### src/rtl/pipe_ctrl_chain.sv
// Elastic control/data pipeline with a combinational ready chain, per-stage
// kill mask, global stall, occupancy and a saturating flush counter.
module pipe_ctrl_chain #(
    parameter int                DEPTH    = 3,
    parameter int                CTRL_W   = 8,
    parameter int                DATA_W   = 16,
    parameter logic [CTRL_W-1:0] NOP_CTRL = '0
) (
    input  logic                       clk,
    input  logic                       rst,
    input  logic                       in_valid,
    output logic                       in_ready,
    input  logic [CTRL_W-1:0]          in_ctrl,
    input  logic [DATA_W-1:0]          in_data,
    input  logic                       flush_in,
    input  logic [DEPTH-1:0]           flush_mask,
    input  logic                       stall_all,
    output logic                       out_valid,
    input  logic                       out_ready,
    output logic [CTRL_W-1:0]          out_ctrl,
    output logic [DATA_W-1:0]          out_data,
    output logic [$clog2(DEPTH+1)-1:0] occupancy,
    output logic [7:0]                 flush_count
);

    localparam int OCC_W = $clog2(DEPTH+1);

    logic [DEPTH-1:0]             v_q, v_d;
    logic [DEPTH-1:0][CTRL_W-1:0] ctrl_q, ctrl_d;
    logic [DEPTH-1:0][DATA_W-1:0] data_q, data_d;
    logic [OCC_W-1:0]             occupancy_q, occupancy_d;
    logic [7:0]                   flush_count_q, flush_count_d;

    logic [DEPTH-1:0] live;
    logic [DEPTH-1:0] free;
    logic [DEPTH-1:0] adv;
    logic [DEPTH-1:0] kill;
    logic [8:0]       flush_sum;

    // Ready chain: a stage is free if empty (or killed) or its successor moves.
    always_comb begin
        live = v_q & ~flush_mask;
        free = '0;
        free[DEPTH-1] = ~live[DEPTH-1] | (out_ready & ~stall_all);
        for (int i = DEPTH-2; i >= 0; i--) begin
            free[i] = ~live[i] | (free[i+1] & ~stall_all);
        end
        adv = free & {DEPTH{~stall_all}};
    end

    always_comb begin
        v_d    = v_q;
        ctrl_d = ctrl_q;
        data_d = data_q;
        for (int i = DEPTH-1; i >= 1; i--) begin
            if (adv[i]) begin
                v_d[i]    = live[i-1];
                ctrl_d[i] = ctrl_q[i-1];
                data_d[i] = data_q[i-1];
            end else begin
                v_d[i] = live[i];
            end
        end
        if (adv[0]) begin
            v_d[0] = in_valid & ~flush_in;
            if (in_valid) begin
                ctrl_d[0] = in_ctrl;
                data_d[0] = in_data;
            end
        end else begin
            v_d[0] = live[0];
        end

        occupancy_d = '0;
        for (int i = 0; i < DEPTH; i++) begin
            occupancy_d = occupancy_d + OCC_W'(v_d[i]);
        end

        kill      = v_q & flush_mask;
        flush_sum = {1'b0, flush_count_q};
        for (int i = 0; i < DEPTH; i++) begin
            flush_sum = flush_sum + 9'(kill[i]);
        end
        flush_count_d = (flush_sum > 9'd255) ? 8'd255 : flush_sum[7:0];
    end

    always_ff @(posedge clk or posedge rst) begin
        if (rst) begin
            v_q           <= '0;
            ctrl_q        <= {DEPTH{NOP_CTRL}};
            data_q        <= '0;
            occupancy_q   <= '0;
            flush_count_q <= '0;
        end else begin
            v_q           <= v_d;
            ctrl_q        <= ctrl_d;
            data_q        <= data_d;
            occupancy_q   <= occupancy_d;
            flush_count_q <= flush_count_d;
        end
    end

    always_comb begin
        in_ready    = adv[0];
        out_valid   = live[DEPTH-1] & ~stall_all;
        out_ctrl    = out_valid ? ctrl_q[DEPTH-1] : NOP_CTRL;
        out_data    = out_valid ? data_q[DEPTH-1] : '0;
        occupancy   = occupancy_q;
        flush_count = flush_count_q;
    end

endmodule

### config.mk
export PLATFORM = sky130hd
export DESIGN_NAME = pipe_ctrl_chain
export DESIGN_NICKNAME = d
export VERILOG_FILES = /design/src/rtl/pipe_ctrl_chain.sv
export SDC_FILE = /design/constraint.sdc
export NUM_CORES = 1
export LEC_CHECK = 0
export ABC_CLOCK_PERIOD_IN_PS = 3500
export CAP_MARGIN = 20
export CELL_PAD_IN_SITES_DETAIL_PLACEMENT = 0
export CELL_PAD_IN_SITES_GLOBAL_PLACEMENT = 1
export CORE_MARGIN = 2
export CORE_UTILIZATION = 42
export DETAILED_ROUTE_END_ITERATION = 10
export GPL_TIMING_DRIVEN = 0
export PLACE_DENSITY = 0.88
export SLEW_MARGIN = 10
export SYNTH_ARGS = -nofsm -noshare
export SYNTH_HDL_FRONTEND = slang
export SYNTH_SLANG_ARGS = --single-unit
### constraint.sdc
create_clock -name clk -period 3.5 [get_ports clk]
set_clock_uncertainty 0.1 [all_clocks]
set_input_delay 0.7 -clock clk [delete_from_list [all_inputs] [get_ports clk]]
set_output_delay 0.7 -clock clk [all_outputs]
set_load 0.05 [all_outputs]
==> results of run 1 <==
[timing repair]
item                                    4_1_cts  5_1_grt
gates cloned                                  0        0
resized for setup                            60        6
endpoints found under the setup margin       25        9
[stage by stage]
stage | power [mW] | setup slack, ns
after floorplan | 1.707 | 0.5065
after global placement | 1.885 | -0.7565
after detailed placement | 1.913 | -0.7043
after CTS | 2.661 | 0.002833
after global routing | 2.784 | 0.09021
final | 2.626 | 0.1965
[area by class of cell]
type / instances / area (um^2) / area share
tap: 105 / 131.4 / 0.02842
clock buffer: 11 / 131.4 / 0.02842
buffer: 9 / 77.57 / 0.01678
timing repair buffer: 68 / 683.2 / 0.1478
inverter: 10 / 40.04 / 0.008663
multi-input combinational: 144 / 1346 / 0.2913
clock inverter: 5 / 85.08 / 0.01841
sequential: 85 / 2127 / 0.4602
[registers in the layout, summed over array words and instances, names as in the netlist]
name         flops
ctrl_q          24
occupancy        2
data_q          48
v_q              3
flush_count      8
[critical path: stages]
cell and delay, ns:
clkdlybuf4s50_1 0.47, or2b_2 0.35, nor2_4 0.17, clkbuf_2 0.26, and2_1 0.17, clkdlybuf4s15_2 0.37
[final timing paths]
check | slack (ns) | to | start
max in group asynchronous | 2.07 | data_q[4] | rst
setup / recovery | 0.20 | out_data[0] | flush_mask[2]
hold reg to reg | 0.40 | data_q[38] | data_q[38]
min in group asynchronous | 0.64 | data_q[25] | rst
setup reg to reg | 1.08 | flush_count[6] | v_q[0]
hold / removal | 0.40 | data_q[38] | data_q[38]
[cells in the final DEF (no fill, tap or decap), types with 2 or more instances in the layout]
cell,count
dfrtp_1,85
mux2_2,73
clkdlybuf4s50_1,42
and2_1,25
clkdlybuf4s15_2,14
clkbuf_8,11
inv_1,9
nand2_1,7
clkbuf_2,6
dlygate4sd2_1,6
nand3_1,4
nand2b_1,3
buf_2,3
a21oi_1,3
o22ai_1,3
nor2b_1,3
fa_1,3
buf_6,2
o21ai_0,2
ha_1,2
clkinv_4,2
clkbuf_1,2
bufinv_16,2
[cells by family after synthesis]
family	synth area share
buf+inv	0.03181
simple gates	0.08913
mux	0.2296
fa+ha+maj	0.02377
flops	0.5942
compound gates	0.03146
[layer usage]
layer | vias up | wire length [um]
met2 | 50 | 3118
met4 | 0 | 129
met3 | 12 | 317
met5 | - | 0
met1 | 1056 | 2925
li1 | 1013 | -
[power by group through the flow]
| stage | Clock, mW | Sequential (mW) | Combinational (mW) |
|---|---|---|---|
| after floorplan | 0 | 1.43 | 0.277 |
| after global placement | 0 | 1.32 | 0.566 |
| after detailed placement | 0 | 1.33 | 0.586 |
| after CTS | 0.765 | 1.31 | 0.587 |
| after global routing | 0.813 | 1.34 | 0.630 |
| final | 0.743 | 1.31 | 0.577 |
==> results.sh, run 1 <==
export IMPL_overflow=0
export IMPL_grtUsageMet3=0.04464
export IMPL_nNetsFinal=365
export IMPL_route_detailed_drc=0
export IMPL_met2_usage=0.2529
export IMPL_worstRegToRegCells=9
export IMPL_synth_area_leader_cell="dfrtp_1"
export IMPL_p_sw_mw=0.7554
export IMPL_place_hpwl_um=4617
export IMPL_chipHeight_um=96.32
export IMPL_place_inst=421
export IMPL_tns_ns=0
export IMPL_netlist_area_leader_share=0.5942
export IMPL_clkLatencyLatePin_ns=0.35
export IMPL_detail_route_antenna_nets=0
export IMPL_clock_root_buffer="clkbuf_8"
export IMPL_status="finished clean"
export IMPL_coreArea_um2=8258
export IMPL_synth_nets=286
export IMPL_post_route_period_util=0.9439
export IMPL_final_layout_size_suffix_gt1_frac=0.3735
export IMPL_p_comb_frac=0.220
export IMPL_grt_pass1_vias=2252
export IMPL_ys_top_cells_by_area="dfrtp_1, mux2_2, and2_1"
export IMPL_p_int_mw=1.870
export IMPL_synth_edf_count=0
export IMPL_yosys_top_cells_count="dfrtp_1, mux2_2, and2_1"
export IMPL_slew_headroom=0.6501
export IMPL_synthCells=248
export IMPL_yosysMostFrequentCell="dfrtp_1"
export IMPL_setup_worst_path_class="input port to primary output"
export IMPL_fmax_mhz=302.7
export IMPL_antenna_found_initial=0
export IMPL_via_count=2131
export IMPL_cts_tree="built"
export IMPL_rsz0062_at_grt="false"
export IMPL_port_buffer_count=67
export IMPL_num_antenna_cells=0
export IMPL_arrival_ns=2.50
export IMPL_drt_pass1_iterations=3
export IMPL_fin_crit_ns=3.303
export IMPL_cp_max_fo=10
export IMPL_holdBufCountCts=0
export IMPL_final_core_util=0.5597
export IMPL_ios=69
export IMPL_routed_wl_um=6492
export IMPL_hold_path_class="flip-flop to flip-flop"
export IMPL_viasPerCell=4.876
export IMPL_switching_share=0.2877
export IMPL_cts_reportedPaths_clkPinSlew_ns=0.08
export IMPL_synth_distinct_cells=34
export IMPL_gp_congestion=0.7829
export IMPL_grt_use_total=0.1624
export IMPL_critPathRequiredTime_ns=2.70
export IMPL_wl_per_cell_um=14.86
export IMPL_postCtsSetupRepairBufs=0
export IMPL_max_slew_worst_pin_slew_ns=0.5232
export IMPL_syn2layout_area_growth_pct=29.12
export IMPL_setup_viol=0
export IMPL_worstHoldPathCells=1
export IMPL_nFillCells=724
export IMPL_hold_violations=0
export IMPL_cts_made_buffers=9
export IMPL_grt_max_degree=47
export IMPL_yosys_warnings=0
export IMPL_clock_path_buffers=2
export IMPL_final_cells=437
export IMPL_clock_tree_htree_level_count=3
export IMPL_cap_violations=0
export IMPL_slew_violations=0
export IMPL_ir_drop_v=0.0004241
export IMPL_grt_pass1_wl_um=11150
export IMPL_start_kind="input port"
export IMPL_cts_sink_count=85
export IMPL_dieArea_um2=9278
export IMPL_avgSynthCellArea_um2=14.43
export IMPL_holdWs_ns=0.4010
export IMPL_synthArstFlopShare=1.000
export IMPL_fp_dieW_um=96.32
export IMPL_cp_end_kind="primary output"
export IMPL_seq_area_frac_synth=0.5942
export IMPL_busiest_layer="met2"
export IMPL_place_area_um2=4412
export IMPL_fin_area_um2=4622
export IMPL_powerDensity_nw_per_um2=568.1
export IMPL_num_rows=33
export IMPL_synth_area_um2=3580
export IMPL_p_clk_frac=0.283
export IMPL_drt_iter0_drc=13
export IMPL_pwr_share_seq=0.498
export IMPL_p_leak_nw=2.006
export IMPL_synth_main_ff_cell="dfrtp_1"
export IMPL_ys_ff_latch=85
export IMPL_start_util=0.4335
export IMPL_met1_usage=0.2151
Note: power is estimated with default switching activity, not from simulation.
==> run 2: changes to the inputs <==
--- a/config.mk
+++ b/config.mk
@@ -5,15 +5,17 @@
 export SDC_FILE = /design/constraint.sdc
 export NUM_CORES = 1
 export LEC_CHECK = 0
+export ABC_AREA = 1
 export ABC_CLOCK_PERIOD_IN_PS = 3500
 export CAP_MARGIN = 20
 export CELL_PAD_IN_SITES_DETAIL_PLACEMENT = 0
 export CELL_PAD_IN_SITES_GLOBAL_PLACEMENT = 1
 export CORE_MARGIN = 2
-export CORE_UTILIZATION = 42
+export CORE_UTILIZATION = 39
 export DETAILED_ROUTE_END_ITERATION = 10
 export GPL_TIMING_DRIVEN = 0
 export PLACE_DENSITY = 0.88
+export SETUP_SLACK_MARGIN = 0.4
 export SLEW_MARGIN = 10
 export SYNTH_ARGS = -nofsm -noshare
 export SYNTH_HDL_FRONTEND = slang
==> run 2 against run 1 <==
Against the previous run: flip-flop and latch count is the same; critical path type unchanged; sequential share of layout area shrank 0.74 points; largest cell class unchanged; utilization shrank 4.9 points.
==> results.sh, run 2 <==
export IMPL_status="finished clean"
export IMPL_routed_wl_um=7677
export IMPL_cp_end_kind="primary output"
export IMPL_grt_use_total=0.1625
export IMPL_crit_start="stall_all"
export IMPL_syn2layout_area_growth_pct=27.34
export IMPL_grt_max_degree=47
export IMPL_max_slew_worst_pin_slew_ns=0.5032
export IMPL_tns_ns=0
export IMPL_viasPerCell=4.614
export IMPL_holdWs_ns=0.3770
export IMPL_hold_violations=0
export IMPL_r2r_start="v_q[2]"
export IMPL_synth_edf_count=0
export IMPL_p_clk_frac=0.292
export IMPL_path_cells="clkdlybuf4s50_1, inv_4, nand2_4, clkbuf_2, a31oi_1, buf_2"
export IMPL_drt_iter0_drc=114
export IMPL_path_depth=6
export IMPL_cts_made_buffers=9
export IMPL_p_sw_mw=0.8457
export IMPL_final_cell_mix="nand2_1, dfrtp_1, inv_1"
export IMPL_place_hpwl_um=5878
export IMPL_yosysMostFrequentCell="nand2_1"
export IMPL_clock_root_buffer="clkbuf_8"
export IMPL_slowest_stage="clkdlybuf4s50_1"
export IMPL_clkLatencyLatePin_ns=0.35
export IMPL_start_kind="input port"
export IMPL_ios=69
export IMPL_ir_drop_v=0.0003878
export IMPL_multi_input_area_um2=1230
export IMPL_via_count=2833
export IMPL_drt_pass1_iterations=6
export IMPL_cts_tree="built"
export IMPL_synth_area_um2=3689
export IMPL_port_buffer_count=67
export IMPL_nNetsFinal=536
export IMPL_post_route_period_util=0.8645
export IMPL_place_area_um2=4573
export IMPL_fp_dieW_um=101.3
export IMPL_dieArea_um2=10250
export IMPL_synthCells=419
export IMPL_switching_share=0.3235
export IMPL_critPathBufInv=4
export IMPL_avgSynthCellArea_um2=8.803
export IMPL_arrival_ns=2.23
export IMPL_yosys_top_cells_count="nand2_1, dfrtp_1, inv_1"
export IMPL_clock_path_buffers=2
export IMPL_cp_slowest_stage_delay_ns=0.54
export IMPL_route_detailed_drc=0
export IMPL_num_antenna_cells=0
export IMPL_grt_pass1_vias=2819
export IMPL_ys_ff_latch=85
export IMPL_p_total_mw=2.614
export IMPL_postCtsSetupRepairBufs=0
export IMPL_cap_violations=0
export IMPL_p_leak_nw=2.391
export IMPL_coreArea_um2=9196
export IMPL_r2r_slack_ns=1.05
export IMPL_gp_congestion=0.7865
export IMPL_synth_nets=457
export IMPL_reg2reg_to="flush_count[6]"
export IMPL_seq_area_um2=2127
export IMPL_powerDensity_nw_per_um2=556.5
export IMPL_setup_viol=0
export IMPL_antenna_found_initial=0
export IMPL_yosys_warnings=0
export IMPL_cp_top_family="buffers and inverters"
export IMPL_holdBufCountCts=0
export IMPL_synth_main_ff_cell="dfrtp_1"
export IMPL_start_util=0.4011
export IMPL_synthArstFlopShare=1.000
export IMPL_final_core_util=0.5107
export IMPL_hold_path_class="flip-flop to flip-flop"
export IMPL_seq_area_frac_synth=0.5767
export IMPL_synth_area_leader_cell="dfrtp_1"
export IMPL_largest_reg_flops=48
export IMPL_critPathRequiredTime_ns=2.70
export IMPL_nFillCells=839
export IMPL_rsz0062_at_grt="false"
export IMPL_chipHeight_um=101.3
export IMPL_slew_headroom=0.6635
export IMPL_setup_worst_path_class="input port to primary output"
export IMPL_cts_sink_count=85
export IMPL_final_common_cell="nand2_1"
export IMPL_num_rows=35
export IMPL_final_layout_size_suffix_gt1_frac=0.1650
export IMPL_p_comb_frac=0.235
export IMPL_detail_route_antenna_nets=0
export IMPL_fin_crit_ns=3.026
export IMPL_fmax_mhz=330.5
export IMPL_p_int_mw=1.768
export IMPL_clock_tree_htree_level_count=3
export IMPL_crit_path_end="in_ready"
export IMPL_cp_max_fo=10
export IMPL_pwr_share_seq=0.473
export IMPL_fin_area_um2=4697
export IMPL_synth_distinct_cells=27
export IMPL_netlist_area_leader_share=0.5767
export IMPL_ys_top_cells_by_area="dfrtp_1, nand2_1, inv_1"
export IMPL_grt_pass1_wl_um=13040
export IMPL_overflow=0
export IMPL_slew_violations=0
export IMPL_cts_reportedPaths_clkPinSlew_ns=0.08
export IMPL_wl_per_cell_um=12.50
export IMPL_worstRegToRegCells=11
export IMPL_regMostFlops="data_q"
-- run 2: worst reg2reg max path, cell delays in order, from the launching register on --
cell and delay, ns:
dfrtp_1 0.40, nand2_1 0.12, fa_1 0.44, inv_1 0.07
ha_1 0.17, inv_1 0.05, fa_1 0.35, inv_1 0.07
nand2_1 0.08, nor3_1 0.22, nand2_2 0.17, o21ai_0 0.12
-- run 2: worst min path at each step --
stage	start	endpoint	slack, ns	cells after the start
4_1_cts	ctrl_q[2]	ctrl_q[2]	0.38	2
3_3_place_gp	ctrl_q[1]	ctrl_q[1]	0.36	2
2_1_floorplan	ctrl_q[0]	ctrl_q[0]	0.34	2
3_5_place_dp	ctrl_q[2]	ctrl_q[2]	0.36	2
5_1_grt	data_q[10]	data_q[10]	0.41	2
6_report	ctrl_q[1]	ctrl_q[1]	0.38	2
-- run 2: kinds of logic after synthesis --
kind of cell               synth area share
AOI/OAI and AO/OA                   0.08141
buffers and inverters                0.1048
adders and majority gates           0.02307
and+or+nand+nor                      0.2117
DFF                                  0.5767
xor gates and xnor gates           0.002375
-- run 2: per-layer routing --
metal  track usage  wire length [um]  up-vias
li1              -                 -     1462
met1        0.2206              3770     1299
met2        0.2588              3491       62
met3       0.03451               306       10
met4       0.05925               109        0
met5             0                 0        -
-- run 2: repair_timing --
item	CTS	global route
resized for setup	88	31
endpoints found under the hold margin	0	0
cloned	0	0
setup endpoints to repair	25	25
-- run 2: power groups by stage --
stage | Clock, mW | Combinational, mW | Sequential (mW)
global route | 0.808 | 0.685 | 1.26
CTS | 0.776 | 0.626 | 1.24
finish | 0.763 | 0.614 | 1.24
global placement | 0 | 0.606 | 1.25
floorplan | 0 | 0.303 | 1.36
detailed placement | 0 | 0.627 | 1.26
-- run 2: final cells by class --
cell class / count / area share
Buffer: 21 / 0.02770
Tap cell: 111 / 0.02957
Inverter: 70 / 0.05701
Sequential cell: 85 / 0.4529
Multi-Input combinational cell: 243 / 0.2619
Clock buffer: 9 / 0.02637
Clock inverter: 7 / 0.02078
Timing Repair Buffer: 68 / 0.1239
-- run 2: stage by stage --
stage / cells / setup WS (ns)
final: 614 / 0.4741
after detailed placement: 598 / -0.2032
after CTS: 614 / 0.2209
after floorplan: 419 / 0.4680
after global placement: 597 / -0.6867
after global routing: 614 / 0.4035
==> run 3: changes to the inputs <==
--- a/config.mk
+++ b/config.mk
@@ -14,7 +14,7 @@
 export CORE_UTILIZATION = 39
 export DETAILED_ROUTE_END_ITERATION = 10
 export GPL_TIMING_DRIVEN = 0
-export PLACE_DENSITY = 0.88
+export PLACE_DENSITY = 0.85
 export SETUP_SLACK_MARGIN = 0.4
 export SLEW_MARGIN = 10
 export SYNTH_ARGS = -nofsm -noshare
==> run 3 against run 2 <==
Against the previous run: sequential share of layout area up 0.060 points; via count grew 0.11%; maximum frequency is 2.2% higher; clock power is 4.5% lower; die area unchanged; final cell count is 0.33% lower; sequential power about the same; combinational power is essentially flat; register-to-register slack hardly changed.
==> results.sh, run 3 (synthesis results as in run 2) <==
export IMPL_status="finished clean"
export IMPL_post_route_period_util=0.8462
export IMPL_setup_viol=0
export IMPL_rsz0062_at_grt="false"
export IMPL_coreArea_um2=9196
export IMPL_arrival_ns=2.16
export IMPL_nFillCells=890
export IMPL_met1Wirelength_um=3840
export IMPL_port_buffer_count=67
export IMPL_multi_input_area_um2=1227
export IMPL_fin_crit_ns=2.962
export IMPL_grt_pass1_vias=2701
export IMPL_viasPerCell=4.634
export IMPL_cts_tree="built"
export IMPL_slew_headroom=0.6599
export IMPL_seq_area_um2=2127
export IMPL_route_detailed_drc=0
export IMPL_drt_pass1_iterations=4
export IMPL_overflow=0
export IMPL_start_util=0.4011
export IMPL_clkLatencyLatePin_ns=0.36
export IMPL_cts_reportedPaths_clkPinSlew_ns=0.07
export IMPL_nNetsFinal=536
export IMPL_chipHeight_um=101.3
export IMPL_powerDensity_nw_per_um2=550.7
export IMPL_syn2layout_area_growth_pct=27.17
export IMPL_critPathRequiredTime_ns=2.70
export IMPL_top_layer_used="met4"
export IMPL_p_leak_nw=2.402
export IMPL_grt_use_total=0.1641
export IMPL_setup_worst_path_class="input port to primary output"
export IMPL_ir_drop_v=0.0004479
export IMPL_p_total_mw=2.583
export IMPL_slew_violations=0
export IMPL_regMostFlops="data_q"
export IMPL_cts_made_buffers=9
export IMPL_hold_path_class="flip-flop to flip-flop"
export IMPL_pre_cts_ws_ns=-0.2310
export IMPL_place_hpwl_um=5799
export IMPL_final_cell_mix="nand2_1, dfrtp_1, inv_1"
export IMPL_clock_root_buffer="clkbuf_8"
export IMPL_clock_path_buffers=2
export IMPL_via_count=2836
export IMPL_num_antenna_cells=0
export IMPL_num_rows=35
export IMPL_final_layout_size_suffix_gt1_frac=0.1577
export IMPL_grt_max_degree=62
export IMPL_cp_end_kind="primary output"
export IMPL_gp_congestion=0.7903
export IMPL_route_met3_wl_um=315
export IMPL_cts_sink_count=85
export IMPL_cp_max_fo=6
export IMPL_detail_route_antenna_nets=0
export IMPL_cap_violations=0
export IMPL_largest_reg_flops=48
export IMPL_drt_iter0_drc=132
export IMPL_ios=69
export IMPL_wl_met2_um=3433
export IMPL_fmax_mhz=337.7
export IMPL_final_common_cell="nand2_1"
export IMPL_hold_violations=0
export IMPL_start_kind="input port"
export IMPL_dieArea_um2=10250
export IMPL_clock_tree_htree_level_count=3
export IMPL_max_slew_worst_pin_slew_ns=0.5093
export IMPL_finalWorstSetupSlack_ns=0.5384
export IMPL_grt_pass1_wl_um=13030
export IMPL_antenna_found_initial=0
export IMPL_wl_per_cell_um=12.65
export IMPL_fp_dieW_um=101.3
export IMPL_routed_wl_um=7740
## run 3: what timing repair did
action | CTS | global route
endpoints found under the setup margin | 25 | 22
resized for setup | 89 | 30
buffers inserted | 0 | 0
hold buffers | 0 | 0
## run 3: critical path, cell delays in order
cell and delay (ns):
clkdlybuf4s50_1 0.42, inv_1 0.08, nand2_1 0.07, nor2_2 0.13
inv_1 0.12, nor2_1 0.11, dlygate4sd2_1 0.53
## run 3: path summary, 6_finish.rpt
check / slack (ns) / cells past startpoint / endpoint / start
max: 0.54 / 7 / out_ctrl[7] / flush_mask[2]
min: 0.37 / 2 / data_q[13] / data_q[13]
max reg2reg: 1.04 / 11 / flush_count[3] / v_q[2]
min reg2reg: 0.37 / 2 / data_q[13] / data_q[13]
max in group asynchronous: 2.13 / 3 / ctrl_q[5] / rst
min in group asynchronous: 0.56 / 2 / occupancy[0] / rst
## run 3: metal layers
metal	GRT usage	vias to the layer above
met3	0.02830	12
li1	-	1461
met1	0.2351	1301
met5	0	-
met4	0.07692	0
met2	0.2440	62
## run 3: report_power, final
part / switching, mW / total [mW] / leakage (nW) / internal (mW)
registers: 0.0918 / 1.24 / 1.07 / 1.15
clock network: 0.337 / 0.729 / 0.101 / 0.391
logic: 0.398 / 0.616 / 1.23 / 0.218
## run 3: final cells by class
type | instances | area share
multi-input combinational | 243 | 0.2617
clock buffer | 9 | 0.02641
inverter | 70 | 0.05762
timing repair buffer | 68 | 0.1270
clock inverter | 5 | 0.01654
sequential | 85 | 0.4535
buffer | 21 | 0.02774
tap | 111 | 0.02961
## run 3: stage by stage
| stage | instances | utilization | instance area [um^2] | TNS (ns) | hold slack (ns) |
|---|---|---|---|---|---|
| 2_1_floorplan | 419 | - | 3741 | 0 | 0.3422 |
| 3_3_place_gp | 597 | 0.4948 | 4551 | -66.50 | 0.3584 |
| 3_5_place_dp | 598 | 0.4981 | 4581 | -4.016 | 0.3599 |
| 4_1_cts | 612 | 0.5163 | 4748 | 0 | 0.3788 |
| 5_1_grt | 612 | 0.5101 | 4691 | 0 | 0.4071 |
| 6_report | 612 | 0.5101 | 4691 | 0 | 0.3733 |
